--- src/rtl/plat_arb_pkg.sv ---
// rtl/plat_arb_pkg.sv - shared types and constants for the platform table arbiter
//
// Purpose: state encoding, requester id constants and generation tag width
//          used by plat_table_arbiter and plat_abs_pos.
// Ports:   none (package).

package plat_arb_pkg;

  typedef enum logic {
    SETTLE = 1'b0,
    SERVE  = 1'b1
  } arb_state_e;

  localparam logic REQ_PHY = 1'b0;
  localparam logic REQ_RND = 1'b1;

  localparam int GEN_WIDTH = 4;

endpackage

--- src/rtl/plat_abs_pos.sv ---
// rtl/plat_abs_pos.sv - block-relative to absolute world y conversion
//
// Purpose: abs_y = camera_y*BLOCK_WIDTH + rel_y, wrapped to PHY_WIDTH bits,
//          forced to zero for an out-of-range (err) lookup. Purely combinational;
//          the caller registers the result.
// Ports:
//   camera_y  in   CAMERA_WIDTH  block index the entry was read under
//   rel_y     in   PHY_WIDTH     block-relative y
//   err       in   1             lookup was out of range
//   abs_y     out  PHY_WIDTH     absolute world y

module plat_abs_pos
  import plat_arb_pkg::*;
#(
  parameter int PHY_WIDTH    = 16,
  parameter int CAMERA_WIDTH = 6,
  parameter int BLOCK_WIDTH  = 480
) (
  input  logic [CAMERA_WIDTH-1:0] camera_y,
  input  logic [PHY_WIDTH-1:0]    rel_y,
  input  logic                    err,
  output logic [PHY_WIDTH-1:0]    abs_y
);

  logic [PHY_WIDTH-1:0] block_base;

  // Doing the arithmetic at PHY_WIDTH gives the mod 2^PHY_WIDTH wrap for free.
  assign block_base = PHY_WIDTH'(camera_y) * PHY_WIDTH'(BLOCK_WIDTH);
  assign abs_y      = err ? '0 : (block_base + rel_y);

endmodule

--- src/rtl/plat_table_arbiter.sv ---
// rtl/plat_table_arbiter.sv - physics/renderer arbiter for the current block's platform table
//
// Purpose: grants one of two requesters per cycle, looks up one platform entry,
//          and returns a tagged absolute-coordinate response two cycles later.
//          Grants are blocked for SETTLE_CYCLES cycles after reset and after
//          every block_switch so nobody reads a table that is being replaced.
// Config:  PLAT_ARB_FIXED_PRIO_EN - physics always wins ties (no pointer);
//          undefined gives round-robin on a last-granted pointer.
// Ports:
//   sys_clk, sys_rst                 clock, synchronous active-high reset
//   block_switch                     one-cycle pulse, table/camera_y change
//   camera_y                         current block index
//   plat_relative_x/_y, plat_len     packed platform table
//   phy_req/phy_idx, rnd_req/rnd_idx requests (held until granted)
//   phy_gnt, rnd_gnt                 combinational grants
//   rsp_valid, rsp_id, rsp_err       response strobe, requester, bad index
//   rsp_abs_x, rsp_abs_y, rsp_len    platform data
//   rsp_gen                          block generation the data came from

module plat_table_arbiter
  import plat_arb_pkg::*;
#(
  parameter int PLATFORM_NUM_PER_BLOCK = 7,
  parameter int PHY_WIDTH              = 16,
  parameter int BLOCK_LEN_WIDTH        = 4,
  parameter int CAMERA_WIDTH           = 6,
  parameter int BLOCK_WIDTH            = 480,
  parameter int IDX_WIDTH              = 3,
  parameter int SETTLE_CYCLES          = 2
) (
  input  logic                                        sys_clk,
  input  logic                                        sys_rst,
  input  logic                                        block_switch,
  input  logic [CAMERA_WIDTH-1:0]                     camera_y,
  input  logic [PLATFORM_NUM_PER_BLOCK*PHY_WIDTH-1:0] plat_relative_x,
  input  logic [PLATFORM_NUM_PER_BLOCK*PHY_WIDTH-1:0] plat_relative_y,
  input  logic [PLATFORM_NUM_PER_BLOCK*BLOCK_LEN_WIDTH-1:0] plat_len,
  input  logic                                        phy_req,
  input  logic [IDX_WIDTH-1:0]                        phy_idx,
  input  logic                                        rnd_req,
  input  logic [IDX_WIDTH-1:0]                        rnd_idx,
  output logic                                        phy_gnt,
  output logic                                        rnd_gnt,
  output logic                                        rsp_valid,
  output logic                                        rsp_id,
  output logic                                        rsp_err,
  output logic [PHY_WIDTH-1:0]                        rsp_abs_x,
  output logic [PHY_WIDTH-1:0]                        rsp_abs_y,
  output logic [BLOCK_LEN_WIDTH-1:0]                  rsp_len,
  output logic [GEN_WIDTH-1:0]                        rsp_gen
);

  localparam int CNT_WIDTH = (SETTLE_CYCLES > 1) ? $clog2(SETTLE_CYCLES + 1) : 1;

  // ---------------------------------------------------------------- settle FSM
  arb_state_e             state_q, state_d;
  logic [CNT_WIDTH-1:0]   cnt_q, cnt_d;

  always_ff @(posedge sys_clk) begin
    if (sys_rst) begin
      state_q <= SETTLE;
      cnt_q   <= CNT_WIDTH'(SETTLE_CYCLES);
    end else begin
      state_q <= state_d;
      cnt_q   <= cnt_d;
    end
  end

  // The counter holds the number of blocked cycles still to come, so SETTLE
  // lasts exactly SETTLE_CYCLES cycles after the cycle that loaded it.
  always_comb begin
    state_d = state_q;
    cnt_d   = cnt_q;
    if (block_switch) begin
      state_d = SETTLE;
      cnt_d   = CNT_WIDTH'(SETTLE_CYCLES);
    end else if (state_q == SETTLE) begin
      if (cnt_q <= CNT_WIDTH'(1)) begin
        state_d = SERVE;
        cnt_d   = '0;
      end else begin
        cnt_d = cnt_q - CNT_WIDTH'(1);
      end
    end
  end

  // ---------------------------------------------------------------- grants
  logic serve_ok;
  assign serve_ok = !sys_rst && (state_q == SERVE) && !block_switch;

`ifdef PLAT_ARB_FIXED_PRIO_EN
  assign phy_gnt = serve_ok && phy_req;
  assign rnd_gnt = serve_ok && rnd_req && !phy_req;
`else
  logic last_q;

  // On a tie the requester that was not granted last wins.
  assign phy_gnt = serve_ok && phy_req && (!rnd_req || (last_q == REQ_RND));
  assign rnd_gnt = serve_ok && rnd_req && (!phy_req || (last_q == REQ_PHY));

  always_ff @(posedge sys_clk) begin
    if (sys_rst) begin
      last_q <= REQ_RND;
    end else if (phy_gnt) begin
      last_q <= REQ_PHY;
    end else if (rnd_gnt) begin
      last_q <= REQ_RND;
    end
  end
`endif

  logic                 xfer;
  logic                 xfer_id;
  logic [IDX_WIDTH-1:0] sel_idx;

  assign xfer    = phy_gnt || rnd_gnt;
  assign xfer_id = phy_gnt ? REQ_PHY : REQ_RND;
  assign sel_idx = phy_gnt ? phy_idx : rnd_idx;

  // ---------------------------------------------------------------- table lookup
  logic                       lk_err;
  logic [PHY_WIDTH-1:0]       lk_x, lk_y;
  logic [BLOCK_LEN_WIDTH-1:0] lk_len;

  // An index matching no entry leaves err set and all data zero.
  always_comb begin
    lk_err = 1'b1;
    lk_x   = '0;
    lk_y   = '0;
    lk_len = '0;
    for (int i = 0; i < PLATFORM_NUM_PER_BLOCK; i++) begin
      if (sel_idx == IDX_WIDTH'(i)) begin
        lk_err = 1'b0;
        lk_x   = plat_relative_x[i*PHY_WIDTH +: PHY_WIDTH];
        lk_y   = plat_relative_y[i*PHY_WIDTH +: PHY_WIDTH];
        lk_len = plat_len[i*BLOCK_LEN_WIDTH +: BLOCK_LEN_WIDTH];
      end
    end
  end

  // ---------------------------------------------------------------- generation tag
  logic [GEN_WIDTH-1:0] gen_q;

  always_ff @(posedge sys_clk) begin
    if (sys_rst) begin
      gen_q <= '0;
    end else if (block_switch) begin
      gen_q <= gen_q + GEN_WIDTH'(1);
    end
  end

  // ---------------------------------------------------------------- stage 1
  logic                       s1_valid;
  logic                       s1_id;
  logic                       s1_err;
  logic [PHY_WIDTH-1:0]       s1_x, s1_y;
  logic [BLOCK_LEN_WIDTH-1:0] s1_len;
  logic [CAMERA_WIDTH-1:0]    s1_cam;
  logic [GEN_WIDTH-1:0]       s1_gen;

  always_ff @(posedge sys_clk) begin
    if (sys_rst) begin
      s1_valid <= 1'b0;
      s1_id    <= 1'b0;
      s1_err   <= 1'b0;
      s1_x     <= '0;
      s1_y     <= '0;
      s1_len   <= '0;
      s1_cam   <= '0;
      s1_gen   <= '0;
    end else begin
      s1_valid <= xfer;
      if (xfer) begin
        s1_id  <= xfer_id;
        s1_err <= lk_err;
        s1_x   <= lk_x;
        s1_y   <= lk_y;
        s1_len <= lk_len;
        s1_cam <= camera_y;
        s1_gen <= gen_q;
      end
    end
  end

  // ---------------------------------------------------------------- stage 2
  logic [PHY_WIDTH-1:0] abs_y_d;

  plat_abs_pos #(
    .PHY_WIDTH    (PHY_WIDTH),
    .CAMERA_WIDTH (CAMERA_WIDTH),
    .BLOCK_WIDTH  (BLOCK_WIDTH)
  ) u_abs_pos (
    .camera_y (s1_cam),
    .rel_y    (s1_y),
    .err      (s1_err),
    .abs_y    (abs_y_d)
  );

  always_ff @(posedge sys_clk) begin
    if (sys_rst) begin
      rsp_valid <= 1'b0;
      rsp_id    <= 1'b0;
      rsp_err   <= 1'b0;
      rsp_abs_x <= '0;
      rsp_abs_y <= '0;
      rsp_len   <= '0;
      rsp_gen   <= '0;
    end else begin
      rsp_valid <= s1_valid;
      if (s1_valid) begin
        rsp_id    <= s1_id;
        rsp_err   <= s1_err;
        rsp_abs_x <= s1_x;
        rsp_abs_y <= abs_y_d;
        rsp_len   <= s1_len;
        rsp_gen   <= s1_gen;
      end
    end
  end

endmodule

--- config.mk ---
export PLATFORM = sky130hd
export DESIGN_NAME = plat_table_arbiter
export DESIGN_NICKNAME = d
export VERILOG_FILES = /design/src/rtl/plat_arb_pkg.sv /design/src/rtl/plat_abs_pos.sv /design/src/rtl/plat_table_arbiter.sv
export SDC_FILE = /design/constraint.sdc
export NUM_CORES = 1
export LEC_CHECK = 0
export ABC_CLOCK_PERIOD_IN_PS = 12400
export BUFFER_PORTS_ARGS = -buffer_cell sky130_fd_sc_hd__buf_2
export CORE_MARGIN = 4
export CORE_UTILIZATION = 51
export CTS_CLUSTER_SIZE = 40
export DETAILED_ROUTE_END_ITERATION = 7
export PLACE_DENSITY = 0.84
export SYNTH_ARGS = -nofsm -noshare
export SYNTH_HDL_FRONTEND = slang
export SYNTH_SLANG_ARGS = --single-unit
--- constraint.sdc ---
create_clock -name sys_clk -period 12.4 [get_ports sys_clk]
set_clock_uncertainty 0.1 [all_clocks]
set_input_delay 0.62 -clock sys_clk [delete_from_list [all_inputs] [get_ports sys_clk]]
set_output_delay 0.62 -clock sys_clk [all_outputs]
set_load 0.005 [all_outputs]
==> impl_metrics.csv <==
group,metric,value,unit
timing,period_minus_slack,4.339,ns
timing,rsz0062_at_grt,"no",
cts,cts_sinks,100,
power_and_ir_drop,power_density,89.95,nW/um2
final_layout,drive_gt1_frac,0.3439,
placement,io_buffers,313,
synth,post-synth-top-area-fraction,0.3052,
outcome,violations,"design-rule violations",
final_layout,layout.nets,1336,
floorplanning,row_count,41,
synth,ys.flop_type,"dfxtp_1",
timing,worst_slew_pin_slew,0.9754,ns
cts,cts_tree,"done",
global_route,track_usage,0.3015,
route,vias,7170,
synth,synth_warnings,0,
flow_run,cap_viol_max_count,0,
synth,synth_edf_count,0,
hold_path,hold_path_depth,2,
cts,clkTransAtPathRegs,0.07,ns
cts,root_buffer,"clkbuf_16",
synth,async_flop_share,0,
route,route.detailed.drc,3,
synth,synthTopCellsByArea,"dfxtp_1 (31%), mux2i_1 (10%), a21oi_1 (6.4%)",
outcome,status,"finished, violations left",
floorplanning,pin_count,314,
timing,setup_violations,0,
timing,slew_headroom,0.3497,
floorplanning,die-area,14740,um2
setup_path,critical_path.endpoint_type,"flip-flop",
power_and_ir_drop,p_comb_frac,0.164,
route,drt_iter0_drc,720,
global_route,grt_max_degree,70,
power_and_ir_drop,worst_ir_drop_vdd,0.06815,mV
power_and_ir_drop,pwr-share-seq,0.427,
setup_path,cp_slowest_cell,"fa_1",
placement,gp_congestion,0.9388,
global_route,gr-total-overflow,0,
setup_path,r2r_cells,16,
route,ant_nets,0,
power_and_ir_drop,clkPwrFrac,0.409,
floorplanning,initial_core_util,0.5198,
route,drt-pass1-iter-count,8,
synth,yosys_register_bits,100,
synth,ys_seq_area_frac,0.3052,
cts,cts_buffer_depth,2,
cts,hold_buffers,0,
cts,numCtsBuffers,9,
timing,slew_violations,0,
route,wl_per_cell,18.89,um
power_and_ir_drop,intPower,579.2,uW
synth,syn_nets,1057,
power_and_ir_drop,sw_frac_of_total,0.2423,
cts,h-tree-depth,3,
setup_path,path_delay_family,"adder cells",
synth,syn-instance-count,754,
power_and_ir_drop,p_leak,0.004065,uW
power_and_ir_drop,switching_power,185.2,uW
timing,min_period_over_period,0.3499,
setup_path,crit_arrival,4.46,ns
timing,hold-worst-slack,0.3567,ns
global_route,grt_pass1_wl,34870,um
setup_path,worst-path-buf-inv,2,
cts,post_cts_buffers,0,
synth,synth.largest_area_cell,"dfxtp_1",
synth,post_synth_num_cell_types,64,
timing,max_freq,230.5,MHz
timing,hold_viol,0,
route,post_drt_via_cell_ratio,5.916,
setup_path,setup.worst_path.class,"reg -> reg",
global_route,antenna_found_initial,1,
setup_path,start_kind,"flip-flop",
hold_path,hp-class,"reg -> reg",
floorplanning,design.core.area,12620,um2
synth,synth_area_per_cell,8.700,um2
cts,clk_latency,0.35,ns
cts,cts_resized,0,
floorplanning,die_h,121.4,um
final_layout,syn_to_final_growth,29.54,%
setup_path,cp_cell_sequence,"fa_1 -> inv_1 -> fa_1 -> inv_1 -> ha_1 -> a21o_1 -> a21oi_1 -> o22ai_1 -> o41ai_1 -> xnor2_1 -> ha_1 -> a211o_1 -> o32a_1 -> o31ai_1 -> xor2_1 -> o21ai_0",
floorplanning,die_w,121.4,um
global_route,grt_pass1_vias,6992,
route,drt_wl_total,22890,um
setup_path,crit_fanout,4,
synth,syn_area,6560,um2
setup_path,path_depth,16,
setup_path,slowest_delay,0.58,ns
placement,dp_hpwl,17230,um
setup_path,crit_required,12.52,ns
timing,fin_tns_setup,0,ns
==> area by class of cell <==
class                   instances  area, um2
diodes                          2      5.005
clock buffers                  13      270.3
clock inverters                 3      67.56
fillers                      1075       4121
inverters                      43      163.9
multi-input cells             556       4131
flip-flops and latches        100       2003
well taps                     172      215.2
repair buffers                323       1642
==> worst paths after layout <==
check	to	slack, ns	startpoint
setup reg to reg	rsp_abs_y[15]$_SDFFE_PP0P_	8.06	s1_cam[0]$_SDFFE_PP0P_
setup / recovery	rsp_abs_y[15]$_SDFFE_PP0P_	8.06	s1_cam[0]$_SDFFE_PP0P_
hold / removal	s1_cam[3]$_SDFFE_PP0P_	0.36	s1_cam[3]$_SDFFE_PP0P_
hold reg to reg	s1_cam[3]$_SDFFE_PP0P_	0.36	s1_cam[3]$_SDFFE_PP0P_
==> placed cells by master, fill, tap and decap left out, types with 9 or more instances in the layout <==
master       n
a21oi_1     84
a222oi_1    35
a22oi_1     10
a31oi_1     27
buf_2      313
buf_4       10
clkbuf_16    9
dfxtp_1     99
fa_1        10
ha_1        24
inv_1       42
mux2i_1     65
nand2_1     40
nor2_1      65
nor2b_1     14
o21a_1      11
o21ai_0     12
o21bai_1    27
o22a_1      25
xnor2_1      9
==> flip-flops by register name, summed over array words and instances, names as in the netlist, 6 cells and up <==
name / count
rsp_abs_x: 16
rsp_abs_y: 16
s1_cam: 6
s1_x: 16
s1_y: 16
==> synthesized netlist by cell type (7+ instances only) <==
library cell / count
dfxtp_1: 100
a21oi_1: 84
mux2i_1: 66
nor2_1: 65
inv_1: 42
nand2_1: 41
a222oi_1: 35
clkbuf_1: 35
a31oi_1: 28
o21bai_1: 27
o22a_1: 25
ha_1: 24
nor2b_1: 14
o21ai_0: 12
o21a_1: 11
a22oi_1: 10
buf_6: 10
fa_1: 10
xnor2_1: 9
nand2b_1: 7
nand3_1: 7
nor3_1: 7
==> layer usage <==
layer / track usage / routed length [um]
met1: 0.3512 / 8764
met2: 0.5278 / 11330
met3: 0.05455 / 1921
met4: 0.1520 / 872
met5: 0 / 0
==> metrics by stage <==
stage | power [uW] | utilization | cell area, um2 | setup WS, ns | cells
final | 764.4 | 0.6734 | 8498 | 8.061 | 1212
after global routing | 792.8 | 0.6732 | 8496 | 7.798 | 1211
after CTS | 769.6 | 0.6730 | 8493 | 8.053 | 1210
after detailed placement | 457.7 | 0.6462 | 8155 | 8.079 | 1194
after global placement | 455.7 | 0.6462 | 8155 | 8.210 | 1194
after floorplan | 397.9 | - | 6560 | 8.352 | 754
==> cell families after synthesis <==
| family | synth area share |
|---|---|
| muxes | 0.1104 |
| and+or+nand+nor | 0.1202 |
| adders and majority gates | 0.07629 |
| xor gates and xnor gates | 0.01869 |
| buffers and inverters | 0.07153 |
| DFF | 0.3052 |
| AOI/OAI and AO/OA | 0.2977 |
==> power groups by stage <==
| stage | combinational [uW] | clock [uW] | sequential (uW) |
|---|---|---|---|
| 2_1_floorplan | 64.7 | 0 | 333 |
| 3_3_place_gp | 122 | 0 | 334 |
| 3_5_place_dp | 124 | 0 | 334 |
| 4_1_cts | 124 | 319 | 327 |
| 5_1_grt | 136 | 330 | 327 |
| 6_report | 126 | 312 | 327 |
==> worst min-delay path: stages, from the launching register on <==
cell and delay [ns]:
dfxtp_1 0.31, nand2_1 0.05, a21oi_1 0.05
(Power assumes the default switching activity.)
